===== src/rtl/caliptra_fpga_sync_axil_init_pkg.sv =====
// Shared types for the fpga_sync AXI4-Lite initiator: FSM states, AXI response codes,
// and default-width command/response records.
package caliptra_fpga_sync_axil_init_pkg;

    localparam int AXIL_ADDR_W = 32;
    localparam int AXIL_DATA_W = 64;
    localparam int AXIL_STRB_W = AXIL_DATA_W / 8;

    localparam logic [1:0] AXI_RESP_OKAY   = 2'b00;
    localparam logic [1:0] AXI_RESP_EXOKAY = 2'b01;
    localparam logic [1:0] AXI_RESP_SLVERR = 2'b10;
    localparam logic [1:0] AXI_RESP_DECERR = 2'b11;

    typedef enum logic [2:0] {
        IDLE     = 3'd0,
        WR_REQ   = 3'd1,
        WR_RESP  = 3'd2,
        RD_REQ   = 3'd3,
        RD_DATA  = 3'd4,
        RSP      = 3'd5
    } axil_state_t;

    typedef struct packed {
        logic                   write;
        logic [AXIL_ADDR_W-1:0] addr;
        logic [AXIL_DATA_W-1:0] wdata;
        logic [AXIL_STRB_W-1:0] wstrb;
    } axil_cmd_t;

    typedef struct packed {
        logic [AXIL_DATA_W-1:0] rdata;
        logic [1:0]             resp;
        logic                   timeout;
    } axil_rsp_t;

endpackage


===== src/rtl/caliptra_fpga_sync_axil_timeout.sv =====
// Per-transaction wait-cycle counter; expired pulses on the LIMIT-th enabled cycle after clear.
module caliptra_fpga_sync_axil_timeout #(
    parameter  int LIMIT = 1024,
    localparam int CNT_W = $clog2(LIMIT + 1)
) (
    input  logic aclk,
    input  logic rstn,
    input  logic clear,
    input  logic enable,
    output logic expired
);

    logic [CNT_W-1:0] count;

    always_ff @(posedge aclk) begin
        if (!rstn || clear) begin
            count <= '0;
        end else if (enable && (count != CNT_W'(LIMIT))) begin
            count <= count + CNT_W'(1);
        end
    end

    // Fires in the cycle whose increment would reach LIMIT, so the abort lands exactly LIMIT cycles in.
    assign expired = enable && (count == CNT_W'(LIMIT - 1));

endmodule


===== src/rtl/caliptra_fpga_sync_axil_initiator.sv =====
// AXI4-Lite initiator for the fpga_sync fabric: one local command at a time, one response back.
// Optional abort-on-timeout enabled by defining CALIPTRA_FPGA_SYNC_AXIL_TIMEOUT_EN.
module caliptra_fpga_sync_axil_initiator
    import caliptra_fpga_sync_axil_init_pkg::*;
#(
    parameter  int         ADDR_W         = 32,
    parameter  int         DATA_W         = 64,
    parameter  logic [2:0] PROT           = 3'b000,
    parameter  int         TIMEOUT_CYCLES = 1024,
    localparam int         STRB_W         = DATA_W / 8
) (
    input  logic              aclk,
    input  logic              rstn,
    input  logic              cmd_valid,
    output logic              cmd_ready,
    input  logic              cmd_write,
    input  logic [ADDR_W-1:0] cmd_addr,
    input  logic [DATA_W-1:0] cmd_wdata,
    input  logic [STRB_W-1:0] cmd_wstrb,
    output logic              rsp_valid,
    input  logic              rsp_ready,
    output logic [DATA_W-1:0] rsp_rdata,
    output logic [1:0]        rsp_resp,
    output logic              rsp_timeout,
    output logic              awvalid,
    input  logic              awready,
    output logic [ADDR_W-1:0] awaddr,
    output logic [2:0]        awprot,
    output logic              wvalid,
    input  logic              wready,
    output logic [DATA_W-1:0] wdata,
    output logic [STRB_W-1:0] wstrb,
    input  logic              bvalid,
    output logic              bready,
    input  logic [1:0]        bresp,
    output logic              arvalid,
    input  logic              arready,
    output logic [ADDR_W-1:0] araddr,
    output logic [2:0]        arprot,
    input  logic              rvalid,
    output logic              rready,
    input  logic [DATA_W-1:0] rdata,
    input  logic [1:0]        rresp,
    output axil_state_t       dbg_state
);

    // Every channel (cmd, rsp, AW, W, B, AR, R) transfers on a rising edge where valid && ready;
    // a source holds valid and payload steady until that edge, and ready never gates valid.

    axil_state_t state;
    logic        timeout_hit;
    logic        aw_ok;
    logic        w_ok;
    logic        step_done;

    assign cmd_ready = (state == IDLE);
    assign dbg_state = state;
    assign awprot    = PROT;
    assign arprot    = PROT;

    if (TIMEOUT_CYCLES < 1) begin : g_timeout_range
        $error("TIMEOUT_CYCLES must be at least 1");
    end

`ifdef CALIPTRA_FPGA_SYNC_AXIL_TIMEOUT_EN
    logic cmd_fire;
    logic wait_state;

    assign cmd_fire   = cmd_valid && cmd_ready;
    assign wait_state = (state == WR_REQ) || (state == WR_RESP) ||
                        (state == RD_REQ) || (state == RD_DATA);

    caliptra_fpga_sync_axil_timeout #(
        .LIMIT (TIMEOUT_CYCLES)
    ) u_timeout (
        .aclk    (aclk),
        .rstn    (rstn),
        .clear   (cmd_fire),
        .enable  (wait_state),
        .expired (timeout_hit)
    );
`else
    assign timeout_hit = 1'b0;
`endif

    // A channel is finished once its valid is already low or is handshaking this edge.
    assign aw_ok = !awvalid || awready;
    assign w_ok  = !wvalid  || wready;

    always_comb begin
        step_done = 1'b0;
        case (state)
            WR_REQ:  step_done = aw_ok && w_ok;
            WR_RESP: step_done = bvalid;
            RD_REQ:  step_done = arready;
            RD_DATA: step_done = rvalid;
            default: step_done = 1'b0;
        endcase
    end

    always_ff @(posedge aclk) begin
        if (!rstn) begin
            state       <= IDLE;
            awvalid     <= 1'b0;
            wvalid      <= 1'b0;
            arvalid     <= 1'b0;
            bready      <= 1'b0;
            rready      <= 1'b0;
            awaddr      <= '0;
            wdata       <= '0;
            wstrb       <= '0;
            araddr      <= '0;
            rsp_valid   <= 1'b0;
            rsp_rdata   <= '0;
            rsp_resp    <= AXI_RESP_OKAY;
            rsp_timeout <= 1'b0;
        end else if (timeout_hit && !step_done) begin
            // A handshake landing in the expiry cycle takes the normal path instead.
            awvalid     <= 1'b0;
            wvalid      <= 1'b0;
            arvalid     <= 1'b0;
            bready      <= 1'b0;
            rready      <= 1'b0;
            rsp_valid   <= 1'b1;
            rsp_rdata   <= '0;
            rsp_resp    <= AXI_RESP_SLVERR;
            rsp_timeout <= 1'b1;
            state       <= RSP;
        end else begin
            case (state)
                IDLE: begin
                    if (cmd_valid) begin
                        if (cmd_write) begin
                            awvalid <= 1'b1;
                            wvalid  <= 1'b1;
                            awaddr  <= cmd_addr;
                            wdata   <= cmd_wdata;
                            wstrb   <= cmd_wstrb;
                            state   <= WR_REQ;
                        end else begin
                            arvalid <= 1'b1;
                            araddr  <= cmd_addr;
                            state   <= RD_REQ;
                        end
                    end
                end
                WR_REQ: begin
                    if (awready) awvalid <= 1'b0;
                    if (wready)  wvalid  <= 1'b0;
                    if (step_done) begin
                        bready <= 1'b1;
                        state  <= WR_RESP;
                    end
                end
                WR_RESP: begin
                    if (bvalid) begin
                        bready      <= 1'b0;
                        rsp_valid   <= 1'b1;
                        rsp_rdata   <= '0;
                        rsp_resp    <= bresp;
                        rsp_timeout <= 1'b0;
                        state       <= RSP;
                    end
                end
                RD_REQ: begin
                    if (arready) begin
                        arvalid <= 1'b0;
                        rready  <= 1'b1;
                        state   <= RD_DATA;
                    end
                end
                RD_DATA: begin
                    if (rvalid) begin
                        rready      <= 1'b0;
                        rsp_valid   <= 1'b1;
                        rsp_rdata   <= rdata;
                        rsp_resp    <= rresp;
                        rsp_timeout <= 1'b0;
                        state       <= RSP;
                    end
                end
                RSP: begin
                    if (rsp_ready) begin
                        rsp_valid <= 1'b0;
                        state     <= IDLE;
                    end
                end
                default: state <= IDLE;
            endcase
        end
    end

endmodule


===== config.mk =====
export PLATFORM = sky130hd
export DESIGN_NAME = caliptra_fpga_sync_axil_initiator
export DESIGN_NICKNAME = d
export VERILOG_FILES = /design/src/rtl/caliptra_fpga_sync_axil_init_pkg.sv /design/src/rtl/caliptra_fpga_sync_axil_timeout.sv /design/src/rtl/caliptra_fpga_sync_axil_initiator.sv
export SDC_FILE = /design/constraint.sdc
export NUM_CORES = 1
export LEC_CHECK = 0
export CAP_MARGIN = 30
export CELL_PAD_IN_SITES_DETAIL_PLACEMENT = 0
export CELL_PAD_IN_SITES_GLOBAL_PLACEMENT = 2
export CORE_MARGIN = 4
export CORE_UTILIZATION = 22
export CTS_CLUSTER_SIZE = 16
export DETAILED_ROUTE_END_ITERATION = 12
export GPL_TIMING_DRIVEN = 0
export PLACE_DENSITY = 0.86
export SYNTH_ARGS = -nofsm -noshare
export SYNTH_HDL_FRONTEND = slang
export SYNTH_SLANG_ARGS = --single-unit

===== constraint.sdc =====
create_clock -name aclk -period 1.5 [get_ports aclk]
set_input_delay 0.3 -clock aclk [delete_from_list [all_inputs] [get_ports aclk]]
set_output_delay 0.3 -clock aclk [all_outputs]
set_load 0.01 [all_outputs]

* After elaboration in Yosys (flattened, before gate mapping)
Cells that the tools add are included.
** Word-level totals
- Input port bits :: 182
- Bits in registers :: 212
** Operators by class
- Muxes and demuxes :: 36
- Reductions and logical operators :: 22
- Bitwise operators :: 1
- Eq/ne operators :: 15
** Operators by type and width (number)
- 64-bit two-way mux :: 2
- 64-bit case mux with 2 select lines :: 1
- 3-bit two-way mux :: 6
- 2-bit inequality test (second input constant) :: 9
- 3-bit case mux with 6 select lines :: 1
- 4-bit AND reduction :: 4
- 3-bit AND reduction :: 5
- 1-bit two-way mux :: 14
- 1-bit case mux with 2 select lines :: 6
- 2-bit nonzero test :: 5
- 3-bit by 2-bit == test with 1-bit output (second input constant) :: 2
- 3-bit == test (second input constant) :: 2
- 2-bit two-way mux :: 3
- 6-bit AND reduction :: 1
- 1-bit case mux with 4 select lines :: 1
- 2-bit case mux with 2 select lines :: 1
- 3-bit by 1-bit == test with 1-bit output (second input constant) :: 1
- 3-bit zero test :: 1
- 1-bit case mux with 3 select lines :: 1
- 3-bit nonzero test :: 1
- 1-bit zero test :: 2
- 1-bit logical OR :: 2
- 2-bit by 1-bit inequality test with 1-bit output (second input constant) :: 1
- 1-bit logical AND :: 1
- 1-bit inverter :: 1

* Depth between registers and ports, before layout
Gate-level depths: netlist of run 1.
- Word-level depth :: 6
- Mapped depth :: 8
- Gate-level depth less buffers :: 4

* Worst setup path before layout of run 1
No wires, ideal clock.
- Path kind :: reg2reg
- Start :: reg state[0], in the netlist dbg_state[0]
- End :: reg awaddr[10]
- Setup time :: 116 ps
- Stages on the path, launching flop included :: 8
- Path buffers :: 3
- Arrival time :: 1399 ps
- Setup slack :: -15 ps
- Cell sequence :: dfxtp_1 > buf_6 > nor3_4 > nand3_1 > buf_2 > clkbuf_1 > nand2_1 > a21boi_1
** On the way
- Word-level cells in the longest chain between the ends :: 2
** Ends and longest elaborated chain
- start, declared :: line caliptra_fpga_sync_axil_initiator.sv:50 : axil_state_t state;
- start signal, assigned :: line caliptra_fpga_sync_axil_initiator.sv:103 : state <= IDLE;
- start signal, assigned :: line caliptra_fpga_sync_axil_initiator.sv:128 : state <= RSP;
- start signal, assigned :: line caliptra_fpga_sync_axil_initiator.sv:139 : state <= WR_REQ;
- 3-bit zero test
- net cmd_ready :: line caliptra_fpga_sync_axil_initiator.sv:15 : output logic cmd_ready,
- 3-bit AND reduction (no source line)
- end signal, assigned :: line caliptra_fpga_sync_axil_initiator.sv:136 : awaddr <= cmd_addr;
- end, declared :: line caliptra_fpga_sync_axil_initiator.sv:27 : output logic [ADDR_W-1:0] awaddr,
The timed path passes the listed nets, and every way through them passes these cells.
A chain may end at the register's enable or synchronous reset.

* Worst setup path after layout of run 1
- Start :: reg state[0], in the netlist dbg_state[0]
- End :: out cmd_ready
** On the way
- Word-level cells in the longest chain between the ends :: 1
** Ends and longest elaborated chain
- 3-bit zero test :: line caliptra_fpga_sync_axil_initiator.sv:56 : assign cmd_ready = (state == IDLE);
- end, declared :: line caliptra_fpga_sync_axil_initiator.sv:15
No other way between the ends.

==> results of run 1 <==
## power by group through the flow
stage	Sequential, mW	Clock [mW]	Combinational (mW)
global placement	6.58	0	4.83
floorplan	6.82	0	2.02
finish	6.55	6.76	7.62
CTS	6.50	6.98	6.24
global route	6.62	7.19	8.13
detailed placement	6.60	0	4.83
## repair_timing
| action | in CTS | in global routing |
|---|---|---|
| pin swaps | 78 | 202 |
| cloned | 16 | 14 |
| hold buffers | 0 | 0 |
| gates resized for setup | 492 | 477 |
| buffers inserted | 28 | 13 |
| endpoints found under the setup margin | 416 | 277 |
## metrics by stage
step                  util  cells
floorplan                -    959
global placement    0.3469   1819
finish              0.4371   1930
global route        0.4370   1929
detailed placement  0.3469   1819
CTS                 0.3989   1908
## cells by family after synthesis
family	count (synthesis)	share of synthesized area
other	1	0.0004592
AO/OA/AOI/OAI	217	0.2012
buffers and inverters	87	0.05745
AND/OR/NAND/NOR	433	0.2188
multiplexers	4	0.004903
flip-flops	211	0.5172
## routing by layer
layer,wire length (um),vias to the layer above,part of all wire
met5,0,-,0
li1,-,4131,-
met1,15110,3995,0.41
met3,2557,51,0.070
met4,1077,0,0.029
met2,17920,264,0.49
## worst paths after layout
| kind | slack (ns) | depth (start not counted) | end | startpoint |
|---|---|---|---|---|
| setup / recovery | -0.11 | 3 | cmd_ready | dbg_state[0]$_SDFFE_PN0P_ |
| setup reg to reg | -0.11 | 8 | awaddr[3]$_SDFFE_PN0P_ | dbg_state[0]$_SDFFE_PN0P_ |
| hold / removal | 0.21 | 2 | rsp_rdata[58]$_SDFFE_PN0P_ | rstn |
| hold reg to reg | 0.45 | 2 | rsp_rdata[63]$_SDFFE_PN0P_ | rsp_rdata[63]$_SDFFE_PN0P_ |
## area by class of cell
cell class | instances | area, um2
Antenna cell | 2 | 5.005
Buffer | 81 | 862.1
Tap cell | 468 | 585.6
Timing Repair Buffer | 459 | 4781
Fill cell | 3591 | 20610
Clock inverter | 5 | 100.1
Inverter | 2 | 7.507
Multi-Input combinational cell | 661 | 4596
Clock buffer | 41 | 828.3
Sequential cell | 211 | 4237
## cells in the mapped netlist, drive strengths merged
master | count | share of area
nand3 | 66 | 0.040
nand4b | 1 | 0.0011
nor3b | 2 | 0.0025
nor2b | 2 | 0.0015
nor2 | 2 | 0.00092
a21boi | 200 | 0.18
a21oi | 4 | 0.0029
o31ai | 1 | 0.00092
o211a | 3 | 0.0037
mux2i | 4 | 0.0049
o221a | 4 | 0.0055
conb | 1 | 0.00046
clkbuf | 39 | 0.018
nand2b | 4 | 0.0031
dfxtp | 211 | 0.52
and3b | 1 | 0.0011
nand3b | 4 | 0.0037
a22oi | 1 | 0.00092
and3 | 3 | 0.0023
inv | 2 | 0.00092
o21ai | 1 | 0.00061
and2 | 2 | 0.0015
a21o | 1 | 0.00092
a31oi | 1 | 0.00077
nand2 | 344 | 0.16
buf | 46 | 0.039
nor3 | 2 | 0.0026
o221ai | 1 | 0.0011
## state kept, by name, summed over array words and instances, names as in the netlist, 2 cells and up
signal,cells
rsp_rdata,64
wstrb,8
awaddr,32
dbg_state,3
wdata,64
araddr,32
rsp_resp,2
==> summary.txt, run 1 <==
Place
  – Placement Setup Slack: -0.8307 ns
  – Final GP Congestion: 0.8182
  – Placed cell areas: around 0.013 mm2
  – DP HPWL: approximately 25000 um
  – Number of port buffers: 392

Timing
  – Max frequency: between 600 and 700 MHz
  – Setup WS post-layout: -0.1141 ns
  – Final Skew: slightly above 0.008 ns
  – Final setup fails: 139
  – Final hold violations: 0
  – Final cycle utilization of the critical path: 1.076
  – Slew HR: 0.4468
  – Slew @ Worst Pin: about 0.83 ns
  – RSZ-0062 raised after global routing: true
  – Hold WS: around 0.21 ns
  – Total negative slack: -5.521 ns
  – Min Clock Period, post-route: 1.614 ns
  – Max-slew violation count: 0

Clocking
  – CTS buffer count: 26
  – Clock Tree Buf Depth: 3
  – Worst-Skew Late Latency: about 0.53 ns
  – CTS tree: done
  – CTS clk-pin slew, worst paths: ~0.06 ns
  – H-Tree Depth: 1
  – Root Buffer: clkbuf_16
  – # clock sinks: roughly 210

Worst setup path
  – Startpoint Class: register
  – CP arrival: ~1.3 ns
  – Most frequent CP cell: buf_6
  – Critical-path maximum fanout: 4
  – Crit-path cells: buf_6 -> nor3_4 -> buf_6
  – Crit-path leading delay family: flip-flops
  – Crit path max-delay cell type: dfxtp_2
  – CP max stage delay: between 0.3 and 0.4 ns
  – CP Capture Type: output port
  – CP Class: register to output port
  – CP Buf/Inv Count: 2
  – CP Data Required Time: between 1 and 1.5 ns

Pwr
  – Switching Fraction: 0.3099
  – Clock Power Share: 0.323
  – Comb pwr share: 0.364
  – VDD IR max: roughly 0.00073 V
  – Leakage: roughly 6.6 nW
  – P_int: 14.45 mW
  – Post-layout power: around 21 mW
  – P_sw: around 6.5 mW
  – P per Cell Area: 1308 mW/mm2
  – Sequential cell fraction of total power: 0.313

Floorplan
  – I/O pin total: about 400
  – Die Width: between 200 and 250 um
  – Die Ht: approximately 200 um
  – CORE AREA: 0.03661 mm2
  – Initial core utilization: 0.2231
  – Die area: just over 0.04 mm2
  – Cell Rows: 70

Synth
  – Post-synthesis sequential area ratio: 0.5172
  – Seq cells post-synth: between 200 and 250
  – Post-Syn Area: 0.008167 mm2
  – Yosys warnings: 0
  – Synth unique cells: 34
  – Synth Instances: 953
  – Post-synthesis average cell area: 8.569 um2

Global routing
  – Overflow after GRT: 0
  – Grt peak-use layer: met2
  – Vias in the first global route: about 8400
  – First-pass GRT wire length: 52810 um
  – Initial antenna violation count: 1
  – Largest net degree at the start of global routing: 13
  – GRT Overall Usage: 0.1658
  – Met2 Track Usage GR: 0.2867
  – Met3 Use GR: 0.05250
  – Met1 Resource Use GR: 0.2003

Detailed routing
  – Post-route ant nets: 0
  – Vias per cell: 4.374
  – Routed len/inst: 18.99 um
  – First DRT Iteration DRCs: roughly 260
  – DR vias: between 8000 and 9000
  – First drt pass iteration count: 4
  – DRC viols: 0
  – WL final: between 30000 and 40000 um

Flow run
  – Max-cap violations: 0

Worst hold path
  – Hold crit path type: primary input to register

Layout
  – Final Cell Area: about 0.016 mm2
  – Commonest cells after routing, fill and taps aside: nand2_1 (219), dfxtp_1 (205), clkdlybuf4s50_1 (180)
  – Layout area overhead: 95.94%
  – Nets@finish: approximately 1600
  – Commonest non-fill, non-tap cell in the layout: nand2_1
  – Proportion of layout cells with a drive suffix above 1: 0.3014

Run status
  – Outcome: finished with violations
  – Failing checks: negative setup slack
No activity file was read; power rests on OpenSTA's default activity.
==> inputs of run 2 (changes only) <==
--- a/config.mk
+++ b/config.mk
@@ -8,12 +8,14 @@
 export CAP_MARGIN = 30
 export CELL_PAD_IN_SITES_DETAIL_PLACEMENT = 0
 export CELL_PAD_IN_SITES_GLOBAL_PLACEMENT = 2
-export CORE_MARGIN = 4
+export CORE_MARGIN = 1
 export CORE_UTILIZATION = 22
 export CTS_CLUSTER_SIZE = 16
 export DETAILED_ROUTE_END_ITERATION = 12
 export GPL_TIMING_DRIVEN = 0
+export MAX_ROUTING_LAYER = met4
 export PLACE_DENSITY = 0.86
+export SKIP_CTS_REPAIR_TIMING = 1
 export SYNTH_ARGS = -nofsm -noshare
 export SYNTH_HDL_FRONTEND = slang
 export SYNTH_SLANG_ARGS = --single-unit
==> run 2 against run 1 <==
Compared with the run above:
- the flow still finishes with violations (negative setup slack)
- combinational power decreased by 2.8%
- register-to-register slack got worse by 0.08 ns
- clock power decreased by 3.3%
- design area increased by 1.9%
- total power decreased by 2.4%
- largest cell class unchanged
- flip-flop and latch count unchanged
- critical endpoint unchanged
==> summary.txt, run 2 (synthesized netlist as in run 1, its figures left out) <==
Layout
  – Register Area: around 0.0042 mm2
  – Final Cell Area: between 0.015 and 0.02 mm2
  – Commonest non-fill, non-tap cell in the layout: nand2_1
  – Commonest cells after routing, fill and taps aside: nand2_1 (299), dlymetal6s2s_1 (210), dfxtp_1 (208)
  – Footprint of the multi-input gates: about 0.0042 mm2
  – Nets@finish: approximately 1600
  – Final core occ: 0.4454
  – Number of fill cells: 3493
  – Layout area overhead: 99.68%
  – Registers with the most flip-flops: rsp_rdata: 64 flops, wdata: 64 flops
  – Proportion of layout cells with a drive suffix above 1: 0.2168

Floorplan
  – Initial core utilization: 0.2231
  – I/O pin total: ~400
  – CORE AREA: 0.03661 mm2
  – Cell Rows: 70
  – Die Width: 194.7 um
  – Die area: between 0.03 and 0.04 mm2
  – Die Ht: ~190 um

Global routing
  – First-pass GRT wire length: roughly 49000 um
  – GRT Overall Usage: 0.1722
  – Initial antenna violation count: 3
  – Vias in the first global route: approximately 8000
  – Largest net degree at the start of global routing: 13
  – Overflow after GRT: 0

Timing
  – Max-slew violation count: 0
  – Min Clock Period, post-route: about 1.7 ns
  – Slew @ Worst Pin: 0.7646 ns
  – Total negative slack: -22.39 ns
  – Final cycle utilization of the critical path: 1.150
  – Setup WS post-layout: -0.2248 ns
  – Max frequency: approximately 580 MHz
  – RSZ-0062 raised after global routing: true
  – Slew HR: 0.4903
  – Final setup fails: ~200
  – Final Skew: 0.008065 ns
  – Final hold violations: 0

Worst setup path
  – R2R Path Start: dbg_state[0]$_SDFFE_PN0P_
  – CP Capture Type: output port
  – Startpoint Class: register
  – RR Endpoint: awaddr[6]$_SDFFE_PN0P_
  – Critical-path maximum fanout: 5
  – CP Class: register to output port
  – R2R Setup Slk: -0.19 ns
  – CP arrival: approximately 1.4 ns
  – R2R depth: 8
  – CP Data Required Time: 1.20 ns

Detailed routing
  – Post-route ant nets: 0
  – Vias per cell: 4.380
  – DR vias: between 8000 and 9000
  – First DRT Iteration DRCs: approximately 210
  – Routed len/inst: ~18 um
  – First drt pass iteration count: 5
  – DRC viols: 0
  – WL final: 35770 um

Clocking
  – # clock sinks: 211
  – Clock Tree Buf Depth: 3
  – CTS buffer count: 27
  – CTS clk-pin slew, worst paths: around 0.06 ns
  – Root Buffer: clkbuf_16
  – H-Tree Depth: 1
  – CTS tree: done
  – Worst-Skew Late Latency: between 0.5 and 0.6 ns

Pwr
  – P per Cell Area: approximately 1300 mW/mm2
  – Post-layout power: approximately 20 mW
  – Leakage: between 9 and 10 nW
  – VDD IR max: 0.0009065 V

Place
  – DP HPWL: between 20000 and 25000 um
  – Placed cell areas: 0.01271 mm2
  – Final GP Congestion: around 0.83
  – Number of port buffers: approximately 400

Run status
  – Outcome: finished with violations
  – Failing checks: negative setup slack

Worst hold path
  – Hold_sp: rstn
  – Hold crit path type: primary input to register
  – Hold endpoint: rsp_rdata[61]$_SDFFE_PN0P_
  – Worst hold stages: 2

Flow run
  – Max-cap violations: 0
[run 2: cell type report]
class | instances | area share
repair buffers | 460 | 0.3414
flip-flops and latches | 211 | 0.2594
multi-input cells | 661 | 0.2590
plain buffers | 84 | 0.04872
clock buffers | 39 | 0.04849
well taps | 468 | 0.03591
clock inverters | 10 | 0.006292
inverters | 2 | 0.0004604
diodes | 2 | 0.0003069
[run 2: per-layer routing]
layer	up-vias	GRT usage	wire, um
met3	50	0.04182	2110
met2	256	0.2887	17480
met1	4035	0.2054	15310
met4	0	0.04439	858
met5	-	-	0
li1	4143	-	-
[run 2: worst max-delay path, cell delays in order, from the launching register on]
cell	delay [ns]
dfxtp_2	0.33
buf_6	0.13
nor3_4	0.26
buf_6	0.17
[run 2: worst max path at each step]
stage,startpoint,end,cells after the start
finish,dbg_state[0]$_SDFFE_PN0P_,cmd_ready,3
global route,dbg_state[0]$_SDFFE_PN0P_,wdata[62]$_SDFFE_PN0P_,8
CTS,dbg_state[0]$_SDFFE_PN0P_,cmd_ready,3
detailed placement,cmd_valid,wdata[58]$_SDFFE_PN0P_,6
global placement,cmd_valid,wdata[58]$_SDFFE_PN0P_,6
floorplan,dbg_state[0]$_SDFFE_PN0P_,awaddr[10]$_SDFFE_PN0P_,7
[run 2: stage by stage]
| step | worst slack (ns) | hold slack [ns] | cells |
|---|---|---|---|
| 4_1_cts | -0.6531 | 0.1767 | 1869 |
| 3_3_place_gp | -0.8776 | 0.4369 | 1819 |
| 6_report | -0.2248 | 0.2174 | 1937 |
| 2_1_floorplan | 0.03136 | 0.4348 | 959 |
| 3_5_place_dp | -0.8786 | 0.4452 | 1820 |
| 5_1_grt | -0.2976 | 0.2185 | 1936 |
[run 2: report_power, final]
| group | switching [mW] | internal, mW | total (mW) |
|---|---|---|---|
| clock | 2.57 | 3.98 | 6.54 |
| combinational | 3.46 | 3.95 | 7.41 |
| sequential | 0.305 | 6.17 | 6.47 |
| total | 6.33 | 14.1 | 20.4 |
